===== src/rtl/error_report_tx.sv =====
// error_report_tx: renders each accepted tap-count word as uppercase hex ASCII + CR LF on a UART 8N1 line.
// Define ERROR_REPORT_SEPARATOR_EN to insert a space between tap groups.
module error_report_tx #(
   parameter int COUNT_WIDTH  = 8,
   parameter int DELAY_TAPS   = 4,
   parameter int CLKS_PER_BIT = 868
) (
   input  logic                                CLK,
   input  logic                                RST,
   input  logic                                I_STB,
   input  logic [DELAY_TAPS*COUNT_WIDTH-1:0]   I_DAT,
   output logic                                I_RDY,
   output logic                                O_TX,
   output logic                                O_BUSY,
   output logic [7:0]                          O_DROP
);
   localparam int W    = DELAY_TAPS*COUNT_WIDTH;
   localparam int NCH  = W/4;
`ifdef ERROR_REPORT_SEPARATOR_EN
   localparam int G    = COUNT_WIDTH/4;
   localparam int NSEP = DELAY_TAPS-1;
`else
   localparam int NSEP = 0;
`endif
   localparam int NTXT = NCH+NSEP;
   localparam int NTOT = NTXT+2;
   localparam int IW   = $clog2(NTOT);
   localparam int CW   = $clog2(CLKS_PER_BIT);

   typedef enum logic [1:0] {IDLE, START, DATA, STOP} state_t;

   state_t          state_q, state_d;
   logic [W-1:0]    word_q, word_d;
   logic [IW-1:0]   idx_q, idx_d;
   logic [2:0]      bit_q, bit_d;
   logic [CW-1:0]   cnt_q, cnt_d;
   logic [7:0]      drop_q, drop_d;
   logic            tx_q, tx_d;
   logic [7:0]      ch_d;
   logic            last;

   // Character at frame position i: hex nibbles (MSB first), optional spaces, then CR LF
   function automatic logic [7:0] char_at(input logic [W-1:0] w, input logic [IW-1:0] i);
      int ii, k;
      logic [3:0] n;
      ii = int'(i);
`ifdef ERROR_REPORT_SEPARATOR_EN
      k = (ii/(G+1))*G + ii%(G+1);
      if (ii < NTXT && ii%(G+1) == G) return 8'h20;
`else
      k = ii;
`endif
      if (ii == NTXT) return 8'h0D;
      if (ii > NTXT) return 8'h0A;
      n = 4'(w >> (4*(NCH-1-k)));
      return n < 4'd10 ? 8'h30 + {4'd0, n} : 8'h37 + {4'd0, n};
   endfunction

   assign last = cnt_q == CW'(CLKS_PER_BIT-1);

   always_ff @(posedge CLK) begin
      if (!RST) begin
         state_q <= IDLE;
         word_q  <= '0;
         idx_q   <= '0;
         bit_q   <= '0;
         cnt_q   <= '0;
         drop_q  <= '0;
         tx_q    <= 1'b1;
      end else begin
         state_q <= state_d;
         word_q  <= word_d;
         idx_q   <= idx_d;
         bit_q   <= bit_d;
         cnt_q   <= cnt_d;
         drop_q  <= drop_d;
         tx_q    <= tx_d;
      end
   end

   always_comb begin
      state_d = state_q;
      word_d  = word_q;
      idx_d   = idx_q;
      bit_d   = bit_q;
      cnt_d   = (last || state_q == IDLE) ? '0 : cnt_q + CW'(1);
      drop_d  = (I_STB && state_q != IDLE && drop_q != 8'hFF) ? drop_q + 8'd1 : drop_q;
      case (state_q)
         IDLE:
            if (I_STB) begin
               state_d = START;
               word_d  = I_DAT;
               idx_d   = '0;
            end
         START:
            if (last) begin
               state_d = DATA;
               bit_d   = '0;
            end
         DATA:
            if (last) begin
               bit_d   = bit_q + 3'd1;
               state_d = bit_q == 3'd7 ? STOP : DATA;
            end
         STOP:
            if (last) begin
               state_d = idx_q == IW'(NTOT-1) ? IDLE : START;
               idx_d   = idx_q == IW'(NTOT-1) ? idx_q : idx_q + IW'(1);
            end
         default: state_d = IDLE;
      endcase
   end

   // Line level is derived from the next state so the start bit appears the cycle after acceptance
   always_comb begin
      ch_d = char_at(word_d, idx_d);
      tx_d = state_d == START ? 1'b0 : state_d == DATA ? ch_d[bit_d] : 1'b1;
   end

   assign I_RDY  = state_q == IDLE;
   assign O_BUSY = state_q != IDLE;
   assign O_TX   = tx_q;
   assign O_DROP = drop_q;
endmodule


===== config.mk =====
export PLATFORM = sky130hd
export DESIGN_NAME = error_report_tx
export DESIGN_NICKNAME = d
export VERILOG_FILES = /design/src/rtl/error_report_tx.sv
export SDC_FILE = /design/constraint.sdc
export NUM_CORES = 1
export LEC_CHECK = 0
export ABC_AREA = 1
export CAP_MARGIN = 30
export CORE_MARGIN = 5
export CORE_UTILIZATION = 47
export DETAILED_ROUTE_END_ITERATION = 16
export HOLD_SLACK_MARGIN = 0.05
export PLACE_DENSITY = 0.72
export SKIP_CTS_REPAIR_TIMING = 1
export SYNTH_ARGS = -nofsm -noshare
export SYNTH_HDL_FRONTEND = slang
export SYNTH_SLANG_ARGS = --single-unit

===== constraint.sdc =====
create_clock -name CLK -period 2.8 [get_ports CLK]
set_input_delay 0.42 -clock CLK [delete_from_list [all_inputs] [get_ports CLK]]
set_output_delay 0.42 -clock CLK [all_outputs]
set_load 0.02 [all_outputs]

==> results list <==
- Status: complete, no violations
- Sum of buffers and inverters on the critical path: 4
- TritonCTS clock tree: yes
- Fraction of synthesis flops using an asynchronous set or reset pin: 0
- Maximum operating frequency: 385 MHz
- Most common flop cell mapped by yosys: sky130_fd_sc_hd__dfxtp_1
* Largest net degree at the start of global routing: 26
- Measured against its own limit, the worst slew margin works out to 0.689.
- Die span in x: 92.3 microns
- Classification of the worst-slack hold path: flop to flop
- By startpoint and endpoint, the worst setup path is classified as flop to flop.
- Summed area of non-filler cells in the final layout: 0.00413 sq mm
- IR analysis of the VDD net gives a maximum drop of 0.388 mV.
- Floorplan core area: 0.00668 sq mm
* Startpoint of the tightest hold check path: cnt_q[6]$_SDFF_PP0_
* Master of the slowest instance on the critical path: sky130_fd_sc_hd__dfxtp_2
* Clock buffer count from CTS: 9
- In the final layout, the share of cells above drive strength 1 is 0.181.
* Clock sinks: 60
- STA classifies the critical path endpoint as a flop.
- The worst setup path is launched from a flop.
- In the global route stage, overall resource usage came out at 0.179.
* Area delta synth->final: 29.9%
- Data arrival time of the worst path: 2880 ps
* Post-synth EDFFs: 0
* Data required time at the worst endpoint: 3080 ps
* Post-detailed-placement cell area: 0.00386 sq mm
* Source of the critical timing path: cnt_q[0]$_SDFF_PP0_
* Cell family with the largest share of critical-path delay: simple AND/OR/NAND/NOR gates
- Clock skew: 9.48 ps
- The critical path goes through ha_2 -> inv_2 -> nor2_4 -> inv_2 -> nor2_1 -> nand4_1 -> nand2_1 -> nand2_2 -> nand2_4 -> buf_12 -> nand2_1 -> nand3_1 -> nand3_2 -> nand3_2 -> ha_4 -> inv_1 -> nand3_1 -> a21oi_1 -> nor2_1 -> nor2_2 -> nand2_1 -> a21oi_2.
- The finished layout holds 576 standard cells, fillers aside.
* Final #Nets: 539
- Total negative slack: 0 ps
* Overflow left after global routing: 0
- Synthesized instance count: 424
- Post-synth net total: 471
* Count of maximum capacitance violations: 0
- Pwr per Cell Area: 464 mW/mm^2
* Clock insertion delay at the later pin of the skew report: 340 ps
- Synthesis Warnings: 0
- Dividing the detail-routed wire length by the instance count gives 12.6 microns.
- Initial cell density of the core: 0.476
- Worst-case clock buffer depth: 2
- Final estimated routing congestion in global placement: 0.861
- Setup repair after global routing left no endpoint under its margin.
- The floorplan step defined a die boundary enclosing 0.00852 sq mm.
- Util after Layout: 0.619
- Most common cell after layout, fill and taps aside: sky130_fd_sc_hd__nor2_1
* Commonest non-fill, non-tap cells in the layout: sky130_fd_sc_hd__nor2_1, sky130_fd_sc_hd__nand2_1, sky130_fd_sc_hd__dfxtp_1, sky130_fd_sc_hd__clkdlybuf4s50_1, sky130_fd_sc_hd__nand3_1
- Setup-violating endpoint count in the final report: 0
* Total power: 1.92 mW
- For this run, the slowest stage of the critical path takes 340 ps.
- Crit-path most repeated cell: sky130_fd_sc_hd__nand2_1
- Placed insts: 558
- Number of antenna violations at the first check in global routing: 0
* Number of hold violations in the final report: 0
* Static leakage: 1.86 nW
* Register bit total from synthesis: 60
- In this run the critical register-to-register path is launched from cnt_q[0]$_SDFF_PP0_.
- Total inserted antenna cells: 0
* Syn avg cell area: 7.50 sq um
* Fin. max-slew vios: 0
- Dividing the final minimum period by the clock period gives 0.929.
* Post-detailed-placement half-perimeter wirelength: 5540 microns
* Number of placement rows: 30
- Buffers added on ports: 45
- Sequential fraction of the synthesis area: 0.378
* Largest fanout of any net on the critical path: 8
- First-pass GRT wire length: 12100 microns
- Wires add up to 7270 microns.
* Detailed Route Iter0 Violations: 176
- In this run the number of H-tree levels came out at 3.
- DRC: 0
- After detailed routing, the number of vias per cell comes to 5.11.
- I/O Pins: 46
- Final critical delay including setup and external delays: 2600 ps
* Area of the mapped netlist: 0.00318 sq mm
- The number of global-route vias before repair came to 2848.
- First-pass iteration count of the detailed router: 6
* Post-synth cell types: 37
- After clock tree synthesis, the clock-pin slew on the worst setup and hold paths is 70 ps.
* Die height: 92.3 microns
- Antenna viol nets, final: 0
- Slew at the pin with the worst max-slew slack: 462 ps
- The routed layout has 2945 vias.
* Cell chosen for the clock root: sky130_fd_sc_hd__clkbuf_8
[state kept, by name (all words and copies together), names as in the netlist]
| name | flops |
|---|---|
| word_q | 32 |
| O_TX | 1 |
| bit_q | 3 |
| O_DROP | 8 |
| state_q | 2 |
| idx_q | 4 |
| cnt_q | 10 |
[cell usage after synthesis, drive strengths merged (3+ instances only)]
cell | number | area share
nand2 | 75 | 0.10
clkbuf | 5 | 0.0059
buf | 6 | 0.014
or2 | 5 | 0.0098
nor2 | 74 | 0.097
nor3b | 4 | 0.0094
a21oi | 15 | 0.025
nor3 | 3 | 0.0047
o21ai | 16 | 0.025
mux2i | 31 | 0.098
ha | 12 | 0.047
nand4 | 7 | 0.016
dfxtp | 60 | 0.38
inv | 47 | 0.055
nand3 | 53 | 0.088
[path summary, 6_finish.rpt]
kind | endpoint | slack, ps | depth (start not counted)
min | cnt_q[6]$_SDFF_PP0_ | 490 | 2
max | O_TX$_SDFF_PN1_ | 200 | 22
min reg2reg | cnt_q[6]$_SDFF_PP0_ | 490 | 2
max reg2reg | O_TX$_SDFF_PN1_ | 200 | 22
[worst register-to-register path: stages, from the launching register on]
cell	delay, ps
sky130_fd_sc_hd__dfxtp_2	340
sky130_fd_sc_hd__ha_2	170
sky130_fd_sc_hd__inv_2	50
sky130_fd_sc_hd__nor2_4	150
sky130_fd_sc_hd__inv_2	50
sky130_fd_sc_hd__nor2_1	90
sky130_fd_sc_hd__nand4_1	100
sky130_fd_sc_hd__nand2_1	120
sky130_fd_sc_hd__nand2_2	90
sky130_fd_sc_hd__nand2_4	120
sky130_fd_sc_hd__buf_12	120
sky130_fd_sc_hd__nand2_1	50
sky130_fd_sc_hd__nand3_1	100
sky130_fd_sc_hd__nand3_2	80
sky130_fd_sc_hd__nand3_2	110
sky130_fd_sc_hd__ha_4	210
sky130_fd_sc_hd__inv_1	50
sky130_fd_sc_hd__nand3_1	70
sky130_fd_sc_hd__a21oi_1	150
sky130_fd_sc_hd__nor2_1	70
sky130_fd_sc_hd__nor2_2	80
sky130_fd_sc_hd__nand2_1	70
sky130_fd_sc_hd__a21oi_2	100
[area by class of cell]
class	instances	area, sq um
Fill cell	590	2550
Clock inverter	5	30.0
Inverter	49	185
Sequential cell	60	1200
Tap cell	80	100
Clock buffer	10	128
Timing Repair Buffer	68	668
Multi-Input combinational cell	304	1820
[routing by layer]
layer / GRT usage / share of wire
met5: 0 / 0
met4: 0.0978 / 0.017
met3: 0.0517 / 0.054
met2: 0.286 / 0.47
met1: 0.216 / 0.45
[per-stage QoR]
step                hold WS (ps)  setup slack, ps
floorplan                    418              244
global placement             426             21.6
detailed placement           440            -53.4
CTS                          457             51.6
global route                 513             8.97
finish                       494              199
[cell families after synthesis]
logic type	count (synthesis)	synth area share
and+or+nand+nor	223	0.331
buffers and inverters	60	0.0783
adders and majority gates	12	0.0472
DFF	60	0.378
xor gates and xnor gates	2	0.00551
muxes	31	0.0975
AOI/OAI and AO/OA	36	0.0625
[report_power, final]
group | total (mW) | internal [mW] | leakage, nW | switching [mW]
sequential | 0.909 | 0.894 | 0.491 | 0.0145
clock | 0.638 | 0.310 | 0.0779 | 0.327
combinational | 0.370 | 0.179 | 1.29 | 0.191
Power figures use the tool's default switching activity.
